[src/rtl/mc_rs_router.sv]
// Steers memory-controller responses to per-core show-ahead FIFOs by the core ID
// carried in rtnctl, and returns one registered stall to the MC.
module mc_rs_router #(
  parameter int NUM_CORE        = 4,
  parameter int MC_RTNCTL_WIDTH = 32,
  parameter int CORE_ID_LSB     = 0,
  parameter int FIFO_DEPTH      = 4,
  parameter int STALL_MARGIN    = 2,
  localparam int CID_W          = $clog2(NUM_CORE)
) (
  input  logic                                clk,
  input  logic                                reset,
  input  logic                                mc_rs_vld,
  input  logic [2:0]                          mc_rs_cmd,
  input  logic [3:0]                          mc_rs_scmd,
  input  logic [MC_RTNCTL_WIDTH-1:0]          mc_rs_rtnctl,
  input  logic [63:0]                         mc_rs_data,
  output logic                                mc_rs_stall,
  output logic [NUM_CORE-1:0]                 core_rs_vld,
  output logic [3*NUM_CORE-1:0]               core_rs_cmd,
  output logic [4*NUM_CORE-1:0]               core_rs_scmd,
  output logic [MC_RTNCTL_WIDTH*NUM_CORE-1:0] core_rs_rtnctl,
  output logic [64*NUM_CORE-1:0]              core_rs_data,
  input  logic [NUM_CORE-1:0]                 core_rs_ack,
  output logic                                rs_overflow,
  output logic [CID_W-1:0]                    rs_drop_core
);

  localparam int PTR_W    = $clog2(FIFO_DEPTH);
  localparam int CNT_W    = PTR_W + 1;
  localparam int ENTRY_W  = 3 + 4 + MC_RTNCTL_WIDTH + 64;
  localparam int STALL_TH = FIFO_DEPTH - STALL_MARGIN;

  logic [CID_W-1:0]    w_core_id;
  logic [ENTRY_W-1:0]  w_entry;
  logic [NUM_CORE-1:0] w_pop;
  logic [NUM_CORE-1:0] w_full;
  logic [NUM_CORE-1:0] w_near_full;
  logic                w_drop;

  logic                r_stall;
  logic                r_overflow;
  logic [CID_W-1:0]    r_drop_core;

  assign w_core_id = mc_rs_rtnctl[CORE_ID_LSB +: CID_W];
  assign w_entry   = {mc_rs_cmd, mc_rs_scmd, mc_rs_rtnctl, mc_rs_data};

  // A full FIFO still accepts a push when its head leaves in the same cycle.
  assign w_drop = mc_rs_vld && w_full[w_core_id] && !w_pop[w_core_id];

  for (genvar g = 0; g < NUM_CORE; g++) begin : g_core
    logic [ENTRY_W-1:0] r_mem [FIFO_DEPTH];
    logic [PTR_W-1:0]   r_wr_ptr;
    logic [PTR_W-1:0]   r_rd_ptr;
    logic [CNT_W-1:0]   r_cnt;
    logic [CNT_W-1:0]   w_cnt_nxt;
    logic               w_push;
    logic               w_wr;
    logic [ENTRY_W-1:0] w_head;

    assign w_push    = mc_rs_vld && (w_core_id == CID_W'(g));
    assign w_pop[g]  = core_rs_ack[g] && (r_cnt != '0);
    assign w_full[g] = (r_cnt == CNT_W'(FIFO_DEPTH));
    assign w_wr      = w_push && (!w_full[g] || w_pop[g]);

    // NOTE: every signal written in always_comb gets a default first, so no latch is inferred.
    always_comb begin
      w_cnt_nxt = r_cnt;
      if (w_wr && !w_pop[g])      w_cnt_nxt = r_cnt + 1'b1;
      else if (!w_wr && w_pop[g]) w_cnt_nxt = r_cnt - 1'b1;
    end

    assign w_near_full[g] = (w_cnt_nxt >= CNT_W'(STALL_TH));

    // NOTE: sequential state uses non-blocking assignments only.
    always_ff @(posedge clk) begin
      if (reset) begin
        r_wr_ptr <= '0;
        r_rd_ptr <= '0;
        r_cnt    <= '0;
      end else begin
        if (w_wr)     r_wr_ptr <= r_wr_ptr + 1'b1;
        if (w_pop[g]) r_rd_ptr <= r_rd_ptr + 1'b1;
        r_cnt <= w_cnt_nxt;
      end
    end

    // NOTE: storage is not reset; the count alone marks which entries are valid.
    always_ff @(posedge clk) begin
      if (w_wr) r_mem[r_wr_ptr] <= w_entry;
    end

    assign w_head         = r_mem[r_rd_ptr];
    assign core_rs_vld[g] = (r_cnt != '0);
    assign core_rs_data  [64*g +: 64]                           = w_head[63:0];
    assign core_rs_rtnctl[MC_RTNCTL_WIDTH*g +: MC_RTNCTL_WIDTH] = w_head[64 +: MC_RTNCTL_WIDTH];
    assign core_rs_scmd  [4*g +: 4]                             = w_head[64+MC_RTNCTL_WIDTH +: 4];
    assign core_rs_cmd   [3*g +: 3]                             = w_head[68+MC_RTNCTL_WIDTH +: 3];
  end

  always_ff @(posedge clk) begin
    if (reset) begin
      r_stall     <= 1'b0;
      r_overflow  <= 1'b0;
      r_drop_core <= '0;
    end else begin
      r_stall <= |w_near_full;
      if (w_drop && !r_overflow) begin
        r_overflow  <= 1'b1;
        r_drop_core <= w_core_id;
      end
    end
  end

  assign mc_rs_stall  = r_stall;
  assign rs_overflow  = r_overflow;
  assign rs_drop_core = r_drop_core;

endmodule
[config.mk]
export PLATFORM = sky130hd
export DESIGN_NAME = mc_rs_router
export DESIGN_NICKNAME = d
export VERILOG_FILES = /design/src/rtl/mc_rs_router.sv
export SDC_FILE = /design/constraint.sdc
export NUM_CORES = 1
export LEC_CHECK = 0
export CAP_MARGIN = 20
export CORE_UTILIZATION = 55
export DETAILED_ROUTE_END_ITERATION = 8
export PLACE_DENSITY_LB_ADDON = 0.05
export SETUP_SLACK_MARGIN = 0.02
export SYNTH_ARGS = -nofsm -noshare
export SYNTH_HDL_FRONTEND = slang
export SYNTH_SLANG_ARGS = --single-unit
[constraint.sdc]
create_clock -name clk -period 5 [get_ports clk]
set_input_delay 0.5 -clock clk [delete_from_list [all_inputs] [get_ports clk]]
set_output_delay 0.5 -clock clk [all_outputs]
set_load 0.05 [all_outputs]
==> Word level (Yosys, flattened, before mapping) <==
Memories as Yosys holds them, arrays and structs flattened. A register that Yosys moved wholly into a read port is not among the register bits.
Cells that the tools add are included.
{ "totals": {"out_inout_bits": 420, "ramBits": 1648, "mem_count": 4, "ff_bits": 32, "wordCells": 122, "input_bits": 110} }
{ "classes": {"muxes": 28, "n_addsub": 16, "eq_ne": 7, "reduce_logical": 47, "order_cmp": 5} }
{ "mem_list": {"columns": ["memory", "words", "word_bits", "read_ports", "rd_clocked_by_memory_dff", "wr", "line", "source"], "rows": [
  ["g_core[0].r_mem", 4, 103, 1, 1, 1, "52", "logic [ENTRY_W-1:0] r_mem [FIFO_DEPTH];"],
  ["g_core[1].r_mem", 4, 103, 1, 1, 1, "52", null],
  ["g_core[2].r_mem", 4, 103, 1, 1, 1, "52", null],
  ["g_core[3].r_mem", 4, 103, 1, 1, 1, "52", null]
]} }
{ "op_table": {"columns": ["op", "n"], "rows": [
  ["$mux W3", 8],
  ["$logic_and A1 B1 Y1", 23],
  ["$add A2 B1 Y2 const B", 8],
  ["$mux W2", 8],
  ["$logic_not A1 Y1", 14],
  ["$add A3 B1 Y3 const B", 4],
  ["$eq A3 B3 Y1 const B", 4],
  ["$ge A3 B2 Y1 const B", 4],
  ["$reduce_bool A3 Y1", 4],
  ["$sub A3 B1 Y3 const B", 4],
  ["$mux W1", 10],
  ["$bmux W1 S2", 2],
  ["$eq A2 B2 Y1 const B", 2],
  ["$logic_or A1 B1 Y1", 4],
  ["$reduce_or A4 Y1", 1],
  ["$lt A2 B3 Y1 const B", 1],
  ["$eq A2 B1 Y1 const B", 1],
  ["$logic_not A2 Y1", 1]
]} }

==> Logic depth before layout (Yosys ltp) <==
Gate-level depths: netlist of run 1.
{ "depth": {"word_depth": 10, "mapped_depth": 8, "mapped_depth_nobuf": 7} }

==> Least setup slack after synthesis of run 1 <==
OpenSTA, ideal clock, no wires.
{ "synth_timing": {"path_type": "input to register", "startpoint": "in mc_rs_rtnctl[0]", "endpoint": "mem g_core[0].r_mem[0][0] in the netlist's numbering (enable)", "setup_time_ns": 0.474, "setup_slack_ns": 0.858, "stages": 4, "n_path_buf": 1, "required_time_ns": 4.526, "t_arrival_ns": 3.669, "path_cell_list": "buf_6 > or3b_4 > nor2_2 > and2_1"} }
{ "synth_between": {"elab_chain_cells": 5} }
{ "synth_rtl": {"columns": ["item", "line", "source"], "rows": [
  ["from (decl)", "16", "input logic [MC_RTNCTL_WIDTH-1:0] mc_rs_rtnctl,"],
  ["$logic_not A2 Y1", "61", "assign w_push = mc_rs_vld && (w_core_id == CID_W'(g));"],
  ["$logic_and A1 B1 Y1", "61", null],
  ["$logic_and A1 B1 Y1", "64", "assign w_wr = w_push && (!w_full[g] || w_pop[g]);"],
  ["$mux W1", "90", "if (w_wr) r_mem[r_wr_ptr] <= w_entry;"],
  ["$mux W1 (implied by the code)", "90", null],
  ["to (decl)", "52", null]
]} }
Every way passes these cells.

==> metrics list, run 1 <==
* Run status: completed
* Sequential area share after synthesis: 0.8138
- Cells on worst reg2reg path: 7
- The number of hold violations in the final report is 0.
- Across the VDD grid, the largest voltage drop is 0.0003979 V.
- Measured along the y axis, the die boundary spans 337.2 microns.
* Number of nets produced by synthesis: 2591
- Overall global routing resource usage: 0.2566
- STA puts the critical path data required time at 4500 ps.
* Slew Limit Fails: 0
* Root buf cell: clkbuf_16
- Average cell area after synthesis: 25.19 sq um
- The first global-routing pass estimated 206.0 mm of wire.
- Across the run, the number of max-cap violations was 0.
- Warnings from Yosys: 0
- Summing over every cut layer, the via total after detailed routing is 28.51k.
- Count of cell types in the netlist: 55
* Synthesized instance count: between 2k and 2.5k
- Summed negative setup slack over all endpoints: 0 ps
- Fmax achieved: 0.2493 GHz
- In the final routed layout, each cell accounts on average for 30.12 microns.
- Most common library cell in the layout ignoring fill and taps: edfxtp_1
- Slew HR: 0.3424
- In this run the most critical hold path is launched from rs_drop_core[0].
- Clock-pin slew was measured on the worst setup and hold paths at approximately 60 ps.
* Max Root-Sink Buffers: 3
- In this run the cell area of the synthesized design comes to 61790 sq um.
- Terminating pin of the worst hold path: rs_drop_core[0]
- TritonCTS created 167 clock buffers.
- Worst setup margin: 989.5 ps
* Final critical path time including I/O delays and setup: roughly 4000 ps
* Count of hold buffers inserted by post-cts repair: 0
* Setup violators final: 0
- Synthesis inferred 1688 register bits.
- Including well taps, the total number of placed cells is 4428.
- Across the routed clock network, the largest skew measured is 12.90 ps.
- The worst setup path is captured at a primary output.
- Core utilization of the finished layout: 0.6711
* NumNets Final: 3247
- PwrDens: 524.9 nW/um^2
- Compared with the post-synthesis result, the final layout area differs by 20.53%.
- STA classifies the critical path startpoint as a flop.
- Arr. time, crit path: 3510 ps
- Using the TritonRoute via totals, the vias-per-cell ratio works out to between 6 and 7.
- The region available for standard cell placement spans 111000 sq um.
- The initial antenna violation count came to 3.
- The first routing iteration left 2876 violations.
- FF-to-FF Start: g_core[1].r_cnt[1]
- The worst hold path was traced through 2 stages.
* I/O pin cnt: 530
- The count of nets left with antenna violations once routing finished came out at 0.
- Layout cell share with drive strength beyond 1: 0.2297
- The setup path with the least slack is of type flop to primary output.
- For this design the static power due to leakage is about 23 nW.
* RSZ-0062 raised after global routing: false
- The die covers ~110000 sq um.
- Flop-to-flop setup slack: 1880 ps
* Endpoint of the most critical register-to-register path: g_core[1].r_mem[0][70]
* Share of the clock period used by the worst path after layout: 0.8021
* Most frequent cells in the layout: 1648 x edfxtp_1, 529 x clkdlybuf4s50_1, 414 x mux4_2
- Post-layout total power: between 30 and 40 mW
* Remaining global-route overflow: 0
- Along the worst path, the maximum fanout reaches 36.
* Final RePlAce weighted congestion: 0.8095
- For the pin with the worst max-slew slack, the measured transition is a little under 1000 ps.
- Starting density of the core: 0.5568
- Post-CTS repair changed the size of 0 cells.
* Count of input and output buffers: 529
* CTS H-tree lvls: 4
* Clock tree from TritonCTS: done
* Clock latency of the later-clocked register in the worst-skew pair: between 700 and 800 ps
* Number of flops mapped to enable cells by yosys: 1648
* Die boundary width: 337.2 microns
- Post-Place Setup Slack: 927.6 ps
* Clock sink count: roughly 1.7k
- Post-synthesis async set-or-reset flop share: 0
- For this run, the detailed router's first-pass iteration total came to 5.
- Once detailed placement completed, the half-perimeter wirelength came to 89.37 mm.
- Summed over all layers, the routed wires come to 142.6 mm.
- Hold crit path type: flop to flop
- Most used flip-flop cell after synthesis: edfxtp_1
- Entering global routing, the biggest net connects around 100 pins.
* Number of standard cells in the final layout excluding fillers: 4732
- Row Count: between 100 and 150
* Vias in the first global route: 29.26k
- Post-CTS timing repair inserted 0 buffers for setup.
* Remaining routing DRC violations: 0
worst max-delay path by stage:
stage / from / to / slack, ps / cells after the start
floorplan: mc_rs_rtnctl[0] / g_core[0].r_mem[0][0] / 860 / 4
CTS: flop / core_rs_data[66] / 860 / 3
finish: flop / core_rs_data[66] / 990 / 3
detailed placement: mc_rs_rtnctl[0] / g_core[1].r_mem[0][67] / 930 / 5
global placement: mc_rs_rtnctl[0] / g_core[1].r_mem[0][70] / 1030 / 5
global route: flop / core_rs_data[65] / 780 / 3
state kept, by name, summed over array words and instances (netlist names), named ones only:
register / count
rs_overflow: 1
g_core.r_rd_ptr: 8
g_core.r_wr_ptr: 8
rs_drop_core: 2
g_core.r_mem: 1648
mc_rs_stall: 1
g_core.r_cnt: 12
metal layers:
metal / up-vias / track usage / share of wire
li1: 11810 / - / -
met1: 15410 / 0.3622 / 0.40
met2: 1149 / 0.4192 / 0.51
met3: 139 / 0.05409 / 0.077
met4: 4 / 0.05513 / 0.016
met5: - / 0 / 0.00016
where the power goes:
group / internal, mW / switching, mW / total [mW]
combinational: 4.07 / 6.93 / 11.0
sequential: 15.8 / 0.358 / 16.2
clock: 6.87 / 5.04 / 11.9
metrics by stage:
stage	instance area (sq um)	hold WS (ps)
after floorplan	61790	484.7
final	74480	497.7
after detailed placement	69290	482.5
after global placement	69290	484.6
after CTS	74470	496.0
after global routing	74470	533.2
layout make-up:
class / count / area [sq um]
flip-flops and latches: 1688 / 50320
fillers: 6993 / 36500
multi-input cells: 636 / 10960
repair buffers: 596 / 6073
clock buffers: 209 / 4422
well taps: 1488 / 1862
clock inverters: 94 / 764.5
inverters: 20 / 75.07
diodes: 1 / 2.502
Yosys cell counts (all sizes together), types with 3 or more instances:
master	instances	share of area
mux2i	4	0.00065
ha	28	0.0057
mux4	414	0.15
nor2	43	0.0027
and3	3	0.00030
o211ai	7	0.00093
a21oi	10	0.00087
buf	64	0.0055
edfxtp	1648	0.80
nand2	20	0.0012
nand3b	5	0.00061
xor2	4	0.00057
nand2b	5	0.00067
xnor2	13	0.0018
dfxtp	40	0.013
nor2b	4	0.00040
nand3	14	0.0011
o21ai	5	0.00040
and2	20	0.0020
clkbuf	45	0.0027
inv	20	0.0012
o221ai	3	0.00043
kinds of logic (layout without fill, tap and decap cells):
family | count (synthesis) | in the layout | share of synthesized area
flip-flops | 1688 | 1688 | 0.8138
multiplexers | 418 | 418 | 0.1515
buffers and inverters | 129 | 919 | 0.009456
AND/OR/NAND/NOR | 127 | 127 | 0.01100
AO/OA/AOI/OAI | 45 | 45 | 0.005933
adder cells (fa/ha/maj) | 29 | 29 | 0.005832
XOR/XNOR | 17 | 17 | 0.002410
other | 0 | 1 | 0
critical path, stage by stage (launching register included):
cell and delay, ps:
dfxtp_4 910, buf_4 480, mux4_2 610, clkdlybuf4s50_1 740
Power figures use the tool's default switching activity.
==> run 2: changes to the inputs <==
==> constraint.sdc (replaced) <==
create_clock -name clk -period 3.9 [get_ports clk]
set_input_delay 0.39 -clock clk [delete_from_list [all_inputs] [get_ports clk]]
set_output_delay 0.39 -clock clk [all_outputs]
set_load 0.05 [all_outputs]
==> metrics list, run 2 (same netlist as run 1, synthesis figures left out) <==
- The run finished with clean final reports.
- Slew Limit Fails: 0
- Clock tree synthesis found a total of 1688 sinks.
- Share of the clock period used by the worst path after layout: 0.9645
- Root buf cell: clkbuf_16
- The initial antenna violation count came to 1.
- Maximum vdd drop: 0.0005513 V
- Vias in the first global route: 29.23k
- Most frequent cells in the layout: 1648 x edfxtp_1, 528 x clkdlybuf4s50_1, 414 x mux4_2
- Hold repair after CTS inserted 0 buffers.
- Clock latency of the later-clocked register in the worst-skew pair: around 750 ps
- Worst path required time: ~3500 ps
- DIE AREA: between 100000 and 150000 sq um
- Traced cell by cell, the critical path runs through buf_4, mux4_2, clkdlybuf4s50_1.
- I/O pin cnt: 530
- On the worst path, the slowest cell contributes a delay of between 800 and 900 ps.
- Remaining global-route overflow: 0
* Cells on worst reg2reg path: 7
- The critical path is of the flop to primary output type.
- Clock-pin slew reported for the worst setup and hold paths after clock tree synthesis: 60 ps
- After detailed routing, the average wire length per cell comes to 30.33 microns.
* Design area: approximately 75000 sq um
- Gates resized during post-CTS repair numbered 0.
* Number of buffers added for setup after CTS: 0
* Violation count after the first detailed-routing iteration: 2869
- For the worst setup path, the data arrival time is 3370 ps.
- The die is approximately 340 microns wide.
- Maximum clock skew at final layout: approximately 17 ps
* Core Region: ~110000 sq um
- From synthesis to final layout, the design area changed by 21.94%.
* Wire length of the first global-routing pass: 207.6 mm
- In the final layout, the share of cells above drive strength 1 is 0.2402.
* Static leakage: roughly 23 nW
- Number of routed nets with antenna violations: 0
- CTS H-tree lvls: 4
- Endpoint of the most critical register-to-register path: g_core[2].r_mem[3][84]
- Number of failing hold endpoints at the final stage: 0
- TritonCTS Buffers: between 150 and 200
- Counting I/O delays and the setup requirement, the final critical path takes about 3800 ps.
- The detailed router placed 28.70k vias in this run.
* Pint: 35.36 mW
* Clk network pwr share: 0.316
* PwrDens: between 600 and 700 nW/um^2
- After detailed routing, the number of remaining DRC violations is 0.
- Crit start category: flop
- The routed design has 144.4 mm of wire.
* Worst setup path endpoint: core_rs_data[88]
- Max Root-Sink Buffers: 3
- The path class of the tightest hold or removal check is input port to flop.
- Row Count: 122
* Standard cell area after detailed placement: 69770 sq um
- Clock tree from TritonCTS: done
- The count of buffers added on input and output ports is 529.
* Height of the die: between 300 and 400 microns
- In the final timing run, aggregate negative setup slack is 0 ps.
- HPWL after detailed placement: 89.57 mm
- STA classifies the critical path endpoint as a primary output.
- The congestion estimate from routability-driven global placement came to 0.7733.
- In the global route stage, overall resource usage came out at 0.2583.
* Starting density of the core: 0.5568
* Max reg flops: 1648
- Portion of total power attributed to sequential cells: 0.403
- Of all nets on the critical path, the largest fanout is 37.
* Detailed Routing Iterations Pass 1: 5
* Register ranked first by flip-flop count: g_core.r_mem
- Reported net switching power: 15.97 mW
- NumNets Final: 3271
- Largest net degree at the start of global routing: 104
* Slew HR: 0.3805
* Worst Tran Pin Value: just over 900 ps
- Registers with the most flip-flops: g_core.r_mem x1648, g_core.r_cnt x12
* Fmax achieved: around 0.27 GHz
* Vias per cell: about 6
* Flop-to-flop setup slack: 1000 ps
* Most common library cell in the layout ignoring fill and taps: edfxtp_1
- Antenna diodes: 0
- The startpoint identified for the worst register-to-register timing path is g_core[2].r_cnt[1].
* Setup violators final: 0
* Cell with the biggest individual delay on the critical path: clkdlybuf4s50_1
- Of the total power, the share spent switching nets is 0.3111.
- Proportion of power drawn by combinational gates: 0.281
* Maxcap violations: 0
- RSZ-0062 raised after global routing: false
[run 2: layer usage]
metal | track usage | vias up | wire, microns
met5 | 0 | - | 0
met4 | 0.05261 | 0 | 2103
met3 | 0.04583 | 157 | 9529
met2 | 0.4285 | 1086 | 74230
met1 | 0.3657 | 15610 | 58510
li1 | - | 11850 | -
[run 2: per-stage QoR]
step | cells | hold WS, ps | util | worst slack, ps | total power [mW]
after floorplan | 2453 | 484.7 | - | 963.7 | 30.46
after global placement | 4455 | 483.5 | 0.6287 | 615.0 | 35.56
after detailed placement | 4455 | 491.5 | 0.6287 | 517.8 | 35.65
after CTS | 4760 | 178.9 | 0.6790 | 98.20 | 51.83
after global routing | 4760 | 232.7 | 0.6790 | 49.37 | 52.88
final | 4760 | 231.5 | 0.6790 | 138.5 | 51.34
[run 2: final cells by class]
class	instances	area (sq um)
well taps	1488	1862
clock buffers	212	4494
clock inverters	93	1081
repair buffers	623	6559
multi-input cells	636	10960
flip-flops and latches	1688	50320
fillers	6867	35630
inverters	20	75.07
[run 2: worst min path at each step]
stage / startpoint / to / slack, ps / cells after the start
after floorplan: g_core[3].r_rd_ptr[1] / flop / 480 / 2
after global placement: rs_drop_core[0] / rs_drop_core[0] / 480 / 2
after detailed placement: rs_drop_core[1] / rs_drop_core[1] / 490 / 2
after CTS: reset / g_core[2].r_cnt[0] / 180 / 2
after global routing: reset / g_core[3].r_wr_ptr[1] / 230 / 2
final: reset / g_core[3].r_wr_ptr[1] / 230 / 2
[run 2: power by group through the flow]
| stage | Sequential (mW) | Clock (mW) | Combinational, mW |
|---|---|---|---|
| final | 20.7 | 16.2 | 14.4 |
| after global routing | 20.7 | 17.2 | 14.9 |
| after CTS | 20.7 | 16.5 | 14.6 |
| after detailed placement | 21.1 | 0 | 14.5 |
| after global placement | 21.1 | 0 | 14.5 |
| after floorplan | 20.8 | 0 | 9.67 |
[run 2: critical path, delay by kind of cell, from the launching register on]
| family | cells | cell delay [ps] |
|---|---|---|
| mux | 1 | 420 |
| flops | 1 | 690 |
| buf+inv | 2 | 1470 |
==> run 3: changes to the inputs <==
--- a/config.mk
+++ b/config.mk
@@ -6,7 +6,7 @@
 export NUM_CORES = 1
 export LEC_CHECK = 0
 export CAP_MARGIN = 20
-export CORE_UTILIZATION = 55
+export CORE_UTILIZATION = 40
 export DETAILED_ROUTE_END_ITERATION = 8
 export PLACE_DENSITY_LB_ADDON = 0.05
 export SETUP_SLACK_MARGIN = 0.02
==> metrics list, run 3 (same netlist as run 1, synthesis figures left out) <==
- Sequential standard cell area: 50320 sq um
- After detailed routing, the met2 layer carries 82.18 mm of wire.
* Starting density of the core: 0.4049
* Slew Limit Fails: 0
- The total area inside the core boundary comes to 152600 sq um.
- Number of buffers added for setup after CTS: 1
- At the end of routability-driven placement, the weighted congestion stood at 0.7716.
* Row Count: 143
- TritonCTS Buffers: 175
- The library cell used most frequently in the layout, excluding fill and tap cells, is edfxtp_1.
* Final critical path time including I/O delays and setup: 3621 ps
* PwrDens: 674.1 nW/um^2
- Root buf cell: clkbuf_16
* Number of instances resized during post-cts repair: 0
- Summed over all nets, the half-perimeter wirelength after detailed placement is 100.5 mm.
* Maximum vdd drop: 0.0004060 V
- Worst path required time: 3510 ps
- The clock arrives with roughly 22 ps of skew.
- Summed over all failing endpoints, the final setup total negative slack is 0 ps.
- Vias per cell: 5.365
- Measured along the y axis, the die boundary spans 395.0 microns.
- I/O pin cnt: 530
- Overall global routing resource usage: 0.2058
* Max Root-Sink Buffers: 3
- Across all layers, the routed design uses about 28k vias.
- In this run the cell area measured after placement is ~70000 sq um.
- After filler insertion, the fill cell instance count of the layout stands at 12.14k.
- Die boundary width: ~400 microns
- Clock latency of the later-clocked register in the worst-skew pair: 790 ps
- After detailed routing, the average wire length per cell comes to 30.15 microns.
- The analysis attributes to cell leakage a power of 23.41 nW.
- The multi-input combinational cells in the finished layout cover a total of about 11000 sq um.
* Clock sink count: 1688
- The highest metal layer carrying signal wires in the routed design is met4.
* Worst Tran Pin Value: ~920 ps
* Crit start category: flop
- Before antenna repair, the detailed router went through 5 iterations.
- The flow ran to the end, and the final reports show no timing, DRC or antenna violations.
* Fmax achieved: 0.2762 GHz
- Of the cells placed in the final design, the portion with a size suffix greater than 1 is 0.2373.
- CP endpoint kind: primary output
- Design area: 76050 sq um
- The detail route stage leaves a number of antenna-violating nets equal to 0.
- Wire length of the first global-routing pass: about 230 mm
- After detailed routing, the total wire length is between 150 and 200 mm.
- The die covers approximately 160000 sq um.
- Violation count after the first detailed-routing iteration: 2216
- Crit-path max FO: 44
- Hold crit path type: input port to flop
* Remaining routing DRC violations: 0
- Share of the clock period used by the worst path after layout: 0.9285
* NumNets Final: between 3k and 4k
- Max reg flops: 1648
- Remaining global-route overflow: 0
* Registers with the most flip-flops: g_core.r_mem x1648, g_core.r_cnt x12
* Maxcap violations: 0
- Setup slack closes at 279.0 ps.
- Setup violators final: 0
- Before CTS, the worst setup slack after placement is 441.3 ps.
- The library cells used most frequently in the layout, excluding fill and tap cells, are 1648 x edfxtp_1, 527 x clkdlybuf4s50_1, 414 x mux4_2.
- Data arrives at the worst endpoint at 3230 ps.
- Entering global routing, the biggest net connects 66 pins.
* Slew HR: 0.3871
* Vias in the first global route: 29.74k
* CTS H-tree lvls: 4
- Counting flops per register, the top entry is g_core.r_mem.
- Clock-pin slew was measured on the worst setup and hold paths at 60 ps.
- Met3 wirelength from detailed routing: 8.358 mm
- Number of antenna violations at the first check in global routing: 5
- Clock tree from TritonCTS: done
- After clock tree synthesis, the flow added hold-fix buffers numbering 0.
- Growth of design area from synthesis to finish: 23.08%
- RSZ-0062 raised after global routing: false
- Number of failing hold endpoints at the final stage: 0
- Count of input and output buffers: 529
- Worst Setup Path Type: flop to primary output
- After detailed routing, the wire length on met1 is 67.00 mm.
run 3: changes by cell type in the layout (fill, tap and decap cells not counted), sizes merged, moves of 3 or more:
cell      previous run  this run
inv                 22        25
clkbuf             212       220
clkinvlp            10         5
clkinv              57        78
buf                 95        84
bufinv              24        12
run 3: worst max-delay path, stage by stage, from the launching register on:
cell and delay [ps]:
dfxtp_4 570, buf_12 380, mux4_2 560, clkdlybuf4s50_1 860
run 3: power breakdown:
part	switching, mW	internal [mW]
registers	0.274	20.3
clock network	6.81	9.30
logic	9.30	5.29
total	16.4	34.9
run 3: path summary, 6_finish.rpt:
check / startpoint / end / slack [ps] / depth (start not counted)
worst max-delay path: flop / core_rs_cmd[6] / 280 / 3
worst min-delay path: reset / g_core[2].r_cnt[1] / 200 / 2
worst max register to register: g_core[3].r_cnt[1] / g_core[3].r_mem[0][34] / 1160 / 7
worst min register to register: rs_drop_core[1] / rs_drop_core[1] / 490 / 2
run 3: layer usage:
metal / GRT usage / up-vias
met5: 0 / -
met4: 0.04257 / 0
met1: 0.2768 / 15630
met2: 0.3492 / 783
li1: - / 11870
met3: 0.03955 / 179
run 3: layout make-up:
cell class                 count  share of cell area
tap                         2030             0.03340
antenna                        2          0.00006581
clock inverter               100             0.01132
clock buffer                 220             0.06159
multi-input combinational    636              0.1441
sequential                  1688              0.6616
inverter                      20           0.0009871
timing repair buffer         611             0.08693
run 3: metrics by stage:
step / hold slack, ps / util / total power, mW / std cells
after floorplan: 484.7 / - / 30.46 / 2453
after global placement: 473.3 / 0.4618 / 35.80 / 4984
after detailed placement: 478.4 / 0.4618 / 35.86 / 4984
after CTS: 124.2 / 0.4983 / 52.09 / 5305
after global routing: 159.8 / 0.4983 / 53.02 / 5305
final: 197.9 / 0.4983 / 51.27 / 5307
